**src/rtl/inst_prog_sequencer.sv**
```systemverilog
// inst_prog_sequencer: arbitrates host/stream instruction loads, then drives PC reset, start and run-complete.
// Define INST_PROG_SEQ_CHECKSUM_EN to build the XOR checksum of written words.
module inst_prog_sequencer #(
  parameter int DataWidth        = 32,
  parameter int InstMemDepth     = 128,
  parameter int InstMemAddrWidth = 8,
  parameter int CntWidth         = $clog2(InstMemDepth) + 1
) (
  input  logic                        clk_i,
  input  logic                        rst_ni,
  input  logic                        clr_i,
  input  logic                        host_valid_i,
  output logic                        host_ready_o,
  input  logic [DataWidth-1:0]        host_data_i,
  input  logic                        host_last_i,
  input  logic [InstMemAddrWidth-1:0] host_base_i,
  input  logic                        strm_valid_i,
  output logic                        strm_ready_o,
  input  logic [DataWidth-1:0]        strm_data_i,
  input  logic                        strm_last_i,
  input  logic [InstMemAddrWidth-1:0] strm_base_i,
  input  logic                        auto_run_i,
  input  logic                        run_i,
  input  logic                        enable_i,
  output logic                        inst_wr_mode_o,
  output logic [InstMemAddrWidth-1:0] inst_wr_addr_o,
  output logic                        inst_wr_addr_en_o,
  output logic [DataWidth-1:0]        inst_wr_data_o,
  output logic                        inst_wr_data_en_o,
  output logic                        inst_pc_reset_o,
  output logic                        start_o,
  output logic [1:0]                  grant_o,
  output logic                        busy_o,
  output logic                        done_o,
  output logic                        err_ovf_o,
  output logic [DataWidth-1:0]        checksum_o
);
  localparam int OvfWidth = (InstMemAddrWidth > CntWidth ? InstMemAddrWidth : CntWidth) + 1;
  typedef enum logic [2:0] {IDLE, ADDR, LOAD, ARM, START, RUN, DONE} state_e;
  state_e state_q, state_d;
  logic [1:0] grant_q, grant_d;
  logic ptr_q, ptr_d;
  logic [CntWidth-1:0] cnt_q, cnt_d;
  logic [InstMemAddrWidth-1:0] base_q, base_d, sel_base;
  logic seen_en_q, seen_en_d, err_ovf_q, err_ovf_d;
  logic [DataWidth-1:0] sel_data;
  logic sel_valid, sel_last, load, beat, ovf;
  assign sel_valid = grant_q[1] ? strm_valid_i : host_valid_i;
  assign sel_last  = grant_q[1] ? strm_last_i  : host_last_i;
  assign sel_data  = grant_q[1] ? strm_data_i  : host_data_i;
  assign sel_base  = grant_q[1] ? strm_base_i  : host_base_i;
  // widened so base + count past the end of memory never wraps back in range
  assign ovf  = (OvfWidth'(base_q) + OvfWidth'(cnt_q)) >= OvfWidth'(InstMemDepth);
  assign load = (state_q == LOAD) && !clr_i;
  assign beat = load && sel_valid;
  assign host_ready_o      = load && grant_q[0];
  assign strm_ready_o      = load && grant_q[1];
  assign inst_wr_mode_o    = (state_q == ADDR) || (state_q == LOAD);
  assign inst_wr_addr_en_o = (state_q == ADDR) && !clr_i;
  assign inst_wr_addr_o    = (state_q == ADDR) ? sel_base : '0;
  assign inst_wr_data_o    = (state_q == LOAD) ? sel_data : '0;
  assign inst_wr_data_en_o = beat && !ovf;
  assign inst_pc_reset_o   = (state_q == ARM) && !clr_i;
  assign start_o           = (state_q == START) && !clr_i;
  assign done_o            = (state_q == DONE) && !clr_i;
  assign busy_o            = state_q != IDLE;
  assign grant_o           = grant_q;
  assign err_ovf_o         = err_ovf_q;
  always_comb begin
    state_d   = state_q;
    grant_d   = grant_q;
    ptr_d     = ptr_q;
    cnt_d     = cnt_q;
    base_d    = base_q;
    seen_en_d = seen_en_q;
    err_ovf_d = err_ovf_q;
    case (state_q)
      IDLE: begin
        if (run_i) begin
          state_d = ARM;
        end else if (host_valid_i || strm_valid_i) begin
          grant_d = (strm_valid_i && (!host_valid_i || ptr_q)) ? 2'b10 : 2'b01;
          ptr_d   = grant_d[0];
          state_d = ADDR;
        end
      end
      ADDR: begin
        base_d    = sel_base;
        cnt_d     = '0;
        err_ovf_d = 1'b0;
        state_d   = LOAD;
      end
      LOAD: begin
        if (beat) begin
          err_ovf_d = err_ovf_q || ovf;
          cnt_d     = ovf ? cnt_q : cnt_q + CntWidth'(1);
          if (sel_last) begin
            grant_d = '0;
            state_d = auto_run_i ? ARM : IDLE;
          end
        end
      end
      ARM: begin
        seen_en_d = 1'b0;
        state_d   = START;
      end
      START: state_d = RUN;
      RUN: begin
        seen_en_d = seen_en_q || enable_i;
        state_d   = (!enable_i && seen_en_q) ? DONE : RUN;
      end
      DONE: state_d = IDLE;
      default: state_d = IDLE;
    endcase
    if (clr_i) begin
      state_d   = IDLE;
      grant_d   = '0;
      ptr_d     = 1'b0;
      cnt_d     = '0;
      seen_en_d = 1'b0;
      err_ovf_d = 1'b0;
    end
  end
  always_ff @(posedge clk_i or negedge rst_ni) begin
    if (!rst_ni) begin
      state_q   <= IDLE;
      grant_q   <= '0;
      ptr_q     <= 1'b0;
      cnt_q     <= '0;
      base_q    <= '0;
      seen_en_q <= 1'b0;
      err_ovf_q <= 1'b0;
    end else begin
      state_q   <= state_d;
      grant_q   <= grant_d;
      ptr_q     <= ptr_d;
      cnt_q     <= cnt_d;
      base_q    <= base_d;
      seen_en_q <= seen_en_d;
      err_ovf_q <= err_ovf_d;
    end
  end
`ifdef INST_PROG_SEQ_CHECKSUM_EN
  logic [DataWidth-1:0] chk_q, chk_d;
  assign chk_d = (clr_i || state_q == ADDR) ? '0 :
                 inst_wr_data_en_o ? chk_q ^ inst_wr_data_o : chk_q;
  always_ff @(posedge clk_i or negedge rst_ni) begin
    if (!rst_ni) chk_q <= '0;
    else chk_q <= chk_d;
  end
  assign checksum_o = chk_q;
`else
  assign checksum_o = '0;
`endif
endmodule

```
**config.mk**
```make
export PLATFORM = sky130hd
export DESIGN_NAME = inst_prog_sequencer
export DESIGN_NICKNAME = d
export VERILOG_FILES = /design/src/rtl/inst_prog_sequencer.sv
export SDC_FILE = /design/constraint.sdc
export NUM_CORES = 1
export LEC_CHECK = 0
export ABC_CLOCK_PERIOD_IN_PS = 3500
export CORE_AREA = 2 2 85 87
export CTS_CLUSTER_SIZE = 28
export DETAILED_ROUTE_END_ITERATION = 8
export DIE_AREA = 0 0 87 89
export GPL_TIMING_DRIVEN = 0
export PLACE_DENSITY = 0.8
export SLEW_MARGIN = 5
export SYNTH_ARGS = -nofsm -noshare
export SYNTH_HDL_FRONTEND = slang
export SYNTH_SLANG_ARGS = --single-unit
```
**constraint.sdc**
```tcl
create_clock -name clk_i -period 3.5 [get_ports clk_i]
set_clock_uncertainty 0.05 [all_clocks]
set_input_delay 0.35 -clock clk_i [delete_from_list [all_inputs] [get_ports clk_i]]
set_output_delay 0.35 -clock clk_i [all_outputs]
set_load 0.02 [all_outputs]
```
* Word-level counts from Yosys, hierarchy flattened
Cells that the tools add are included.
** Storage, ports and cells
- Flip-flop bits (word level) :: 24
- Bits of input ports :: 90
- Word-level logic and storage cells :: 89
** Operators by class
- Add/subtract/negate cells :: 2
- Magnitude comparators :: 1
- Equal/unequal tests :: 13
- Mux-type cells :: 34
- Reduce and logical (&&, ||, !) cells :: 32
** Operators with widths (count)
- 32-bit two-way mux :: 2
- 8-bit two-way mux :: 5
- 3-bit case mux with 6 select lines :: 1
- 2-bit two-way mux :: 8
- 8-bit case mux with 2 select lines :: 1
- 3-bit two-way mux :: 5
- 3-bit != test, second input constant :: 5
- 3-bit nonzero test :: 4
- 1-bit logical AND :: 11
- 8-bit by 8-bit adder with 9-bit output :: 1
- 3-bit == test, second input constant :: 3
- 9-bit by 8-bit greater-or-equal comparator with 1-bit output, second input constant :: 1
- 1-bit two-way mux :: 9
- 3-bit AND reduction :: 3
- 8-bit by 1-bit adder with 8-bit output, second input constant :: 1
- 3-bit by 2-bit == test with 1-bit output, second input constant :: 2
- 1-bit logical OR :: 5
- 5-bit AND reduction :: 1
- 1-bit logical NOT :: 4
- 4-bit != test, second input constant :: 1
- 1-bit case mux with 2 select lines :: 2
- 2-bit case mux with 2 select lines :: 1
- 2-bit nonzero test :: 2
- 3-bit by 1-bit == test with 1-bit output, second input constant :: 1
- 3 further kinds :: 3

* Longest topological paths before layout
Gate-level depths: netlist (run 1).
- Depth after elaboration :: 8
- Gate-level depth with buffers :: 9
- Mapped depth without buffers :: 8

* Worst setup path before layout (run 1)
No wires, ideal clock.
- Path kind :: reg2out
- Start point :: reg cnt_q[0]
- End point :: out inst_wr_data_en_o
- Data arrival time :: 2.191 ns
- Slack :: 0.909 ns
- Stages on the path, launching flop included :: 7
- Buffers on the path :: 0
- Path through :: dfrtp_1 -> ha_1 -> fa_1 -> and2_1 -> o41ai_2 -> o2111ai_1 -> nor4_1
** Between the ends
- Longest elaborated chain between the ends :: 4
** RTL lines
- start, declared :: line 43 : logic [CntWidth-1:0] cnt_q, cnt_d;
- start signal, assigned :: line 137 : cnt_q <= cnt_d;
- 8-bit by 8-bit adder with 9-bit output :: line 53 : assign ovf = (OvfWidth'(base_q) + OvfWidth'(cnt_q)) >= OvfWidth'(InstMemDepth);
- 9-bit by 8-bit greater-or-equal comparator with 1-bit output :: line 53
- 1-bit logical NOT :: line 62 : assign inst_wr_data_en_o = beat && !ovf;
- 1-bit logical AND :: line 62
- end, declared :: line 29 : output logic inst_wr_data_en_o,
Every way passes these cells.

* Worst setup path in the final report (run 1)
Same ends and word-level chain as after synthesis.

==> key figures, run 1 <==
Critical path
  – Critical Path AT: 2980 ps
  – CP Launch Type: flop
  – Crit path launch: cnt_q[0]
  – Critical Path RT: 3100 ps
  – Worst R2R Setup Slack: 560 ps
  – FF-to-FF path depth: 9
  – Critical R2R Capture: cnt_q[7]
  – Worst Setup End Kind: output pin
  – Crit path kind: flop to output pin
  – Worst Path Max Fanout: 5
  – Worst Setup EP: inst_wr_data_en_o
  – Worst r2r src: cnt_q[0]

Clock tree
  – Worst-path clk slew: 90 ps
  – Post-CTS sizing: 0
  – Clk Tree Root Cell: clkbuf_8
  – H-tree depth: 1
  – Number of setup buffers added after CTS: 0
  – Worst-Skew Late Latency: 270 ps
  – Post-CTS Hold Buffers: 0
  – CTS tree: yes
  – Clock sink count: 24
  – TritonCTS buffer count: 3
  – Clk buf depth: 2

Timing
  – Final setup fails: 0
  – FMAX: 296 MHz
  – Sum Neg Setup Slack: 0 ps
  – Final Hold Viols: 0
  – Hold slack: 445 ps
  – RSZ-0062 raised after global routing: false
  – Worst-Margin Slew: 1130 ps
  – Part of the cycle the worst path needs: 96.6%
  – Min cycle time layout: 3380 ps
  – Relative slew slack: 24.6%
  – Max-slew violation total from the final report: 0

Global route
  – Vias in the first global route: 2347
  – All-Layer GR Usage: 18.0%
  – Gr ovfl total: 0
  – Antenna violations before repair: 0
  – Largest net degree at the start of global routing: 25
  – Wire length of the first global-routing pass: 11100 µm

Synth
  – Cells after Synth: 276
  – Largest cells by area after synthesis: dfrtp_1 (27%), mux2i_1 (18%), buf_4 (11%)
  – Ys Warns: 0
  – Sequential fraction of the synthesis area: 26.8%
  – Ys async rst share: 100%
  – Cell area after synthesis: 2240 µm²
  – Yosys cell types: 38
  – Mean Syn Cell Area: 8.11 µm²
  – Ys flop type: dfrtp_1
  – Count leader, synth: nor2_1
  – Register bit total from synthesis: 24
  – EDFF count, synth: 0
  – Synth top cells by count: nor2_1 (51), mux2i_1 (40), buf_4 (32)
  – Synth area leader: dfrtp_1
  – Synth top area share: 26.8%

Final layout
  – FILL cells: 625
  – Finished Layout Cells: 532
  – Area grow syn2layout: 75.4%
  – NumNets Final: 553
  – Fin area: 3930 µm²
  – Ant. Diodes: 0
  – Proportion of layout cells with a drive suffix above 1: 10.2%

Pwr
  – Power per cell area: 492 nW/µm²
  – LEAKAGE: 1.72 nW
  – Peak VDD IR: 0.297 mV

Routing
  – Drt pass-1 iters: 4
  – Wire length on met1: 3030 µm
  – Top Metal Used: met4
  – Routed via count: 2507
  – Routed met3 length: 624 µm
  – Drc violations: 0
  – DR vias/cell: 4.71
  – Post-route antenna net violation count: 0
  – Initial DRC Count: 69
  – Routed length on met2: 4010 µm
  – Routed len/inst: 14.5 µm
  – Final WL: 7690 µm

Placed design
  – PortBufs: 141
  – Placed Instances: 528
  – Post-DP HPWL: 6470 µm
  – Placed instance area: 3870 µm²
  – GPL Wtd Cong: 0.824

Floorplan
  – I/O pin cnt: 174
  – Initial Util: 33.3%
  – Num rows: 30
  – Core ar.: 6720 µm²
  – Width of the die: 87 µm
  – Die height: 89 µm
  – Die area: 7740 µm²

Hold path
  – WHS Path Cells: 1
  – Hold Crit Class: flop to flop

Job
  – Maxcap violations: 0

Outcome
  – Status: complete, no violations
==> where the power goes <==
part	internal (mW)	leakage [nW]	switching, mW
Clock	0.101	0.0288	0.0918
Sequential	0.353	0.317	0.0521
Combinational	0.615	1.37	0.720
==> metrics by stage <==
stage	total power, mW	utilization (%)	worst slack, ps
after floorplan	1.18	-	909
after global placement	1.71	57.6	466
after global routing	2.07	58.5	18.9
final	1.93	58.5	120
after detailed placement	1.74	57.6	458
after CTS	1.93	58.4	95.0
==> sequential cells by signal, summed over array words and instances (netlist names) <==
register	count
err_ovf_o	1
base_q	8
seen_en_q	1
state_q	3
cnt_q	8
ptr_q	1
grant_o	2
==> cells by family (layout without fill, tap and decap cells) <==
kind of cell / after synthesis / in the layout / synth area share (%)
buf+inv: 52 / 197 / 14.3
mux: 42 / 42 / 18.9
flops: 24 / 24 / 26.8
other cells: 1 / 32 / 0.167
compound gates: 47 / 47 / 13.4
fa+ha+maj: 10 / 10 / 5.92
simple gates: 100 / 100 / 20.5
==> worst min-delay path by stage <==
stage / from / endpoint / slack [ps]
floorplan: rst_ni / base_q[0] / 4
global placement: base_q[0] / base_q[0] / 420
detailed placement: base_q[5] / base_q[5] / 430
CTS: base_q[5] / base_q[5] / 450
global route: base_q[5] / base_q[5] / 470
finish: base_q[5] / base_q[5] / 450
==> metal layers <==
metal  vias up  GRT usage [%]
met4         0           1.70
met3         6           4.80
met5         -              0
met1      1155           21.6
met2       107           33.3
li1       1239              -
==> final cells by class <==
type                    instances  area [µm²]  share of cell area (%)
plain buffers                  48         305                    7.77
clock buffers                   4        55.1                    1.40
inverters                       4        15.0                   0.382
multi-input cells             231        1440                    36.7
flip-flops and latches         24         601                    15.3
well taps                      80         100                    2.55
repair buffers                141        1410                    35.9
==> cells in the final DEF (no fill, tap or decap), types with 2 or more instances in the layout <==
cell type | Yosys | final
clkdlybuf4s50_1 | 0 | 141
nor2_1 | 51 | 51
mux2i_1 | 40 | 40
buf_4 | 32 | 32
conb_1 | 1 | 32
dfrtp_1 | 24 | 24
a21oi_1 | 18 | 18
nand2_1 | 14 | 14
a21o_1 | 10 | 10
o21ai_0 | 10 | 10
clkbuf_1 | 9 | 9
ha_1 | 9 | 9
or3_1 | 8 | 8
buf_2 | 4 | 4
nand2b_1 | 4 | 4
and2_1 | 4 | 4
clkbuf_8 | 0 | 4
buf_1 | 3 | 3
nor3_1 | 3 | 3
inv_1 | 3 | 3
and3_1 | 3 | 3
nand3_1 | 3 | 3
nand4_1 | 2 | 2
nor2b_1 | 2 | 2
nor3b_1 | 2 | 2
mux2_2 | 2 | 2
==> critical path: stages (launching register included) <==
cell and delay (ps):
dfrtp_1 430, ha_1 250, fa_1 370, and2_1 170
o41ai_2 190, o2111ai_1 260, nor4_2 360, clkdlybuf4s50_1 670
No activity file was read; power rests on OpenSTA's default activity.
==> run 2: changes to the inputs <==
--- a/config.mk
+++ b/config.mk
@@ -5,12 +5,12 @@
 export SDC_FILE = /design/constraint.sdc
 export NUM_CORES = 1
 export LEC_CHECK = 0
-export ABC_CLOCK_PERIOD_IN_PS = 3500
+export ABC_CLOCK_PERIOD_IN_PS = 3800
 export CORE_AREA = 2 2 85 87
 export CTS_CLUSTER_SIZE = 28
 export DETAILED_ROUTE_END_ITERATION = 8
 export DIE_AREA = 0 0 87 89
-export GPL_TIMING_DRIVEN = 0
+export GPL_TIMING_DRIVEN = 1
 export PLACE_DENSITY = 0.8
 export SLEW_MARGIN = 5
 export SYNTH_ARGS = -nofsm -noshare
==> constraint.sdc (replaced) <==
create_clock -name clk_i -period 3.8 [get_ports clk_i]
set_clock_uncertainty 0.05 [all_clocks]
set_input_delay 0.38 -clock clk_i [delete_from_list [all_inputs] [get_ports clk_i]]
set_output_delay 0.38 -clock clk_i [all_outputs]
set_load 0.02 [all_outputs]
==> run 2 against run 1 <==
Compared with the run above:
- hold slack got worse by 5.8 ps
- sequential share of layout area rose by 1.2 points
- total power fell by 9.3%
- global-route usage fell by 1.9 points
- critical path depth did not move
- wire length fell by 11%
- cell count fell by 8.6%
- utilization fell by 4.2 points
- register-to-register slack improved by 410 ps
- via count fell by 7.0%
- die area did not move
- sequential power rose by 7.4%
==> key figures, run 2 (synthesized netlist as in run 1, its figures left out) <==
Critical path
  – Worst Setup End Kind: output pin
  – Critical Path RT: 3370 ps
  – Worst R2R Setup Slack: 970 ps
  – Worst Path Max Fanout: 5
  – Max stage delay on crit path: 680 ps
  – CP Launch Type: flop
  – Crit path kind: flop to output pin
  – Worst path buffer plus inverter count: 1
  – CP Depth: 7
  – Slowest-stage cell, CP: clkdlybuf4s50_1
  – FF-to-FF path depth: 8
  – Crit-path cells: ha_1, fa_1, and2_1, o41ai_2, o2111ai_1, nor4_1, clkdlybuf4s50_1
  – Critical Path AT: 2870 ps
  – CP delay by family, top: buffers and inverters

Timing
  – Sum Neg Setup Slack: 0 ps
  – Min cycle time layout: 3300 ps
  – Final Hold Viols: 0
  – Max-slew violation total from the final report: 0
  – Part of the cycle the worst path needs: 86.9%
  – Relative slew slack: 28.8%
  – Hold slack: 440 ps
  – RSZ-0062 raised after global routing: false
  – Worst-Margin Slew: 1060 ps
  – Final setup fails: 0
  – FMAX: 303 MHz

Clock tree
  – Worst-path clk slew: 80 ps
  – Clock sink count: 24
  – Number of setup buffers added after CTS: 0
  – Clk Tree Root Cell: clkbuf_8
  – Post-CTS sizing: 0
  – Clk buf depth: 2
  – Post-CTS Hold Buffers: 0
  – TritonCTS buffer count: 3
  – H-tree depth: 1
  – Worst-Skew Late Latency: 270 ps
  – CTS tree: yes

Global route
  – Met3 Use GR: 5.72%
  – Largest net degree at the start of global routing: 39
  – Grt met2 use: 28.2%
  – Gr ovfl total: 0
  – All-Layer GR Usage: 16.1%
  – Antenna violations before repair: 0
  – Wire length of the first global-routing pass: 10100 µm
  – Met1 Use GR: 19.3%
  – Vias in the first global route: 2214
  – Busiest grt layer: met2

Routing
  – DR vias/cell: 4.80
  – Initial DRC Count: 74
  – Post-route antenna net violation count: 0
  – Routed len/inst: 14.1 µm
  – Final WL: 6840 µm
  – Drc violations: 0
  – Routed via count: 2331
  – Drt pass-1 iters: 4

Job
  – Maxcap violations: 0

Final layout
  – Final Util: 54.3%
  – Commonest cells after routing, fill and taps aside: clkdlybuf4s50_1 (141), nor2_1 (51), mux2i_1 (40)
  – FILL cells: 635
  – Commonest non-fill, non-tap cell in the layout: clkdlybuf4s50_1
  – Top Registers: base_q: 8 flops, cnt_q: 8 flops, state_q: 3 flops
  – Finished Layout Cells: 486
  – Area grow syn2layout: 63.0%
  – Proportion of layout cells with a drive suffix above 1: 2.96%
  – NumNets Final: 507
  – Ant. Diodes: 0

Floorplan
  – Width of the die: 87 µm
  – Num rows: 30
  – Die height: 89 µm
  – Initial Util: 33.3%
  – Die area: 7740 µm²
  – Core ar.: 6720 µm²
  – I/O pin cnt: 174

Pwr
  – Power per cell area: 480 nW/µm²
  – Tot Pwr: 1.75 mW
  – Peak VDD IR: 0.366 mV
  – LEAKAGE: 1.52 nW

Placed design
  – GPL Wtd Cong: 0.915
  – PortBufs: 141
  – Placed Instances: 482
  – Post-DP HPWL: 5570 µm

Outcome
  – Status: complete, no violations

Hold path
  – Hold Crit Class: flop to flop
  – WHS Path Cells: 1
[run 2: cell count changes in the layout (fill, tap and decap cells not counted), moves of 3 or more]
cell | before | now
buf_2 | 4 | 0
buf_4 | 32 | 2
clkbuf_1 | 9 | 0
buf_1 | 3 | 0
[run 2: per-layer routing]
layer,up-vias,part of all wire [%]
li1,1151,-
met1,1068,41
met2,106,50
met3,6,8.9
met4,0,0.77
met5,-,0
[run 2: worst paths after layout]
kind | endpoint | start
min | base_q[0] | base_q[0]
max in group asynchronous | grant_o[1] | rst_ni
max | inst_wr_data_en_o | cnt_q[0]
max reg2reg | cnt_q[7] | cnt_q[0]
min in group asynchronous | seen_en_q | rst_ni
min reg2reg | base_q[0] | base_q[0]
[run 2: cell type report]
type / instances / area [µm²] / share of cell area [%]
flip-flops and latches: 24 / 602 / 16.5
well taps: 80 / 100 / 2.74
inverters: 4 / 15.0 / 0.411
repair buffers: 143 / 1430 / 39.1
clock inverters: 1 / 30.0 / 0.823
multi-input cells: 231 / 1440 / 39.3
clock buffers: 3 / 41.3 / 1.13
[run 2: per-stage QoR]
stage	area [µm²]	setup WS, ps
final	3650	499
after global routing	3650	354
after CTS	3650	493
after detailed placement	3580	839
after global placement	3580	874
after floorplan	2360	1180
[run 2: where the power goes]
group / switching, mW / internal, mW / total (mW)
logic: 0.562 / 0.531 / 1.09
clock network: 0.0845 / 0.141 / 0.225
registers: 0.110 / 0.325 / 0.435
total: 0.757 / 0.996 / 1.75
==> run 3: changes to the inputs <==
--- a/config.mk
+++ b/config.mk
@@ -6,13 +6,15 @@
 export NUM_CORES = 1
 export LEC_CHECK = 0
 export ABC_CLOCK_PERIOD_IN_PS = 3800
-export CORE_AREA = 2 2 85 87
+export CELL_PAD_IN_SITES_DETAIL_PLACEMENT = 0
+export CELL_PAD_IN_SITES_GLOBAL_PLACEMENT = 1
+export CORE_AREA = 2 2 102 104
 export CTS_CLUSTER_SIZE = 28
 export DETAILED_ROUTE_END_ITERATION = 8
-export DIE_AREA = 0 0 87 89
+export DIE_AREA = 0 0 104 106
 export GPL_TIMING_DRIVEN = 1
-export PLACE_DENSITY = 0.8
-export SLEW_MARGIN = 5
+export PLACE_DENSITY_LB_ADDON = 0.1
+export SLEW_MARGIN = 20
 export SYNTH_ARGS = -nofsm -noshare
 export SYNTH_HDL_FRONTEND = slang
 export SYNTH_SLANG_ARGS = --single-unit
==> run 3 against run 2 <==
Compared with the run above:
- worst setup slack gained 23 ps
- sequential share of layout area shrank 0.24 points
- cell count grew 12%
- via count shrank 1.4%
- hold slack lost 440 ps
- register-to-register slack lost 20 ps
- critical path depth is the same
==> key figures, run 3 (synthesized netlist as in run 1, its figures left out) <==
Timing
  – Sum Neg Setup Slack: 0 ps
  – Max-slew violation total from the final report: 0
  – Part of the cycle the worst path needs: 86.3%
  – Min cycle time layout: 3280 ps
  – FMAX: 305 MHz
  – Final Hold Viols: 0
  – Final setup fails: 0
  – Worst-Margin Slew: 639 ps
  – Relative slew slack: 57.4%
  – RSZ-0062 raised after global routing: false

Placed design
  – Post-DP HPWL: 6090 µm
  – Placed instance area: 3660 µm²
  – GPL Wtd Cong: 0.719
  – PortBufs: 141
  – Placed Instances: 540

Critical path
  – Max stage delay on crit path: 670 ps
  – Worst Path Max Fanout: 5
  – FF-to-FF path depth: 8
  – Worst Setup End Kind: output pin
  – Worst R2R Setup Slack: 950 ps
  – Crit-path cells: ha_1, fa_1, and2_1, o41ai_2, o2111ai_1, nor4_1, clkdlybuf4s50_1
  – Worst r2r src: cnt_q[0]
  – CP Launch Type: flop
  – Critical Path RT: 3370 ps
  – Crit path launch: cnt_q[0]
  – Critical Path AT: 2850 ps
  – Crit path kind: flop to output pin
  – Critical R2R Capture: cnt_q[4]
  – Slowest-stage cell, CP: clkdlybuf4s50_1

Final layout
  – Area grow syn2layout: 65.4%
  – Area occupied by multi-input gates: 1440 µm²
  – Fin area: 3700 µm²
  – NumNets Final: 509
  – Proportion of layout cells with a drive suffix above 1: 3.43%
  – Register area: 602 µm²
  – Commonest non-fill, non-tap cell in the layout: clkdlybuf4s50_1
  – FILL cells: 1078
  – Commonest cells after routing, fill and taps aside: clkdlybuf4s50_1 (140), nor2_1 (51), mux2i_1 (40)
  – Finished Layout Cells: 544
  – Top Registers: base_q: 8 flops, cnt_q: 8 flops, state_q: 3 flops
  – Ant. Diodes: 0

Floorplan
  – Num rows: 37
  – Die height: 106 µm
  – I/O pin cnt: 174
  – Die area: 11000 µm²
  – Core ar.: 10000 µm²
  – Initial Util: 22.4%
  – Width of the die: 104 µm

Global route
  – Vias in the first global route: 2165
  – Wire length of the first global-routing pass: 11300 µm
  – All-Layer GR Usage: 12.8%
  – Antenna violations before repair: 0
  – Gr ovfl total: 0
  – Largest net degree at the start of global routing: 35

Clock tree
  – Post-CTS Hold Buffers: 0
  – Number of setup buffers added after CTS: 0
  – TritonCTS buffer count: 3
  – Worst-path clk slew: 90 ps
  – Post-CTS sizing: 0
  – H-tree depth: 1
  – Worst-Skew Late Latency: 280 ps
  – Clock sink count: 24
  – Clk buf depth: 2
  – Clk Tree Root Cell: clkbuf_8
  – CTS tree: yes

Job
  – Maxcap violations: 0

Routing
  – Routed via count: 2299
  – Initial DRC Count: 53
  – Drt pass-1 iters: 4
  – Final WL: 7470 µm
  – Routed met3 length: 471 µm
  – Routed length on met2: 3830 µm
  – Post-route antenna net violation count: 0
  – Wire length on met1: 3040 µm
  – DR vias/cell: 4.23
  – Top Metal Used: met4
  – Routed len/inst: 13.7 µm
  – Drc violations: 0

Hold path
  – Hold Crit Class: input port to async pin

Pwr
  – LEAKAGE: 1.52 nW
  – Power per cell area: 461 nW/µm²
  – Peak VDD IR: 0.166 mV

Outcome
  – Status: complete, no violations
## run 3: cell count changes in the layout (fill, tap and decap cells not counted)
cell / delta
buf_4: +2
buf_2: +1
bufinv_16: -1
clkbuf_1: +1
clkdlybuf4s50_1: -1
## run 3: metal layers
layer	vias up	track usage [%]
met2	82	22.7
met1	1056	15.5
met4	0	2.61
met3	9	3.49
met5	-	0
li1	1152	-
## run 3: area by class of cell
cell class | instances | area share (%)
Multi-Input combinational cell | 231 | 38.8
Sequential cell | 24 | 16.3
Tap cell | 136 | 4.59
Clock buffer | 4 | 1.22
Timing Repair Buffer | 145 | 38.8
Inverter | 4 | 0.405
## run 3: metrics by stage
| stage | utilization (%) | hold slack [ps] | total power, mW | setup slack (ps) |
|---|---|---|---|---|
| floorplan | - | 34.4 | 1.09 | 1180 |
| global placement | 36.6 | 419 | 1.56 | 853 |
| detailed placement | 36.6 | 427 | 1.56 | 862 |
| CTS | 37.1 | 450 | 1.74 | 505 |
| global route | 37.0 | 30.4 | 1.84 | 252 |
| finish | 37.0 | 2.48 | 1.71 | 522 |
## run 3: worst max path at each step
stage	to	slack [ps]
global placement	inst_wr_data_en_o	850
CTS	inst_wr_data_en_o	500
global route	inst_wr_data_en_o	250
floorplan	inst_wr_data_en_o	1180
finish	inst_wr_data_en_o	520
detailed placement	inst_wr_data_en_o	860
## run 3: where the power goes
group          internal, mW  switching (mW)
Clock                0.0752          0.0886
Combinational         0.532           0.588
Sequential            0.325          0.0978
## run 3: worst max-delay path: cells and delay by family, from the launching register on
family          cells  cell delay, ps
buf+inv             1             670
fa+ha+maj           2             600
simple gates        2             440
flops               1             440
compound gates      2             420
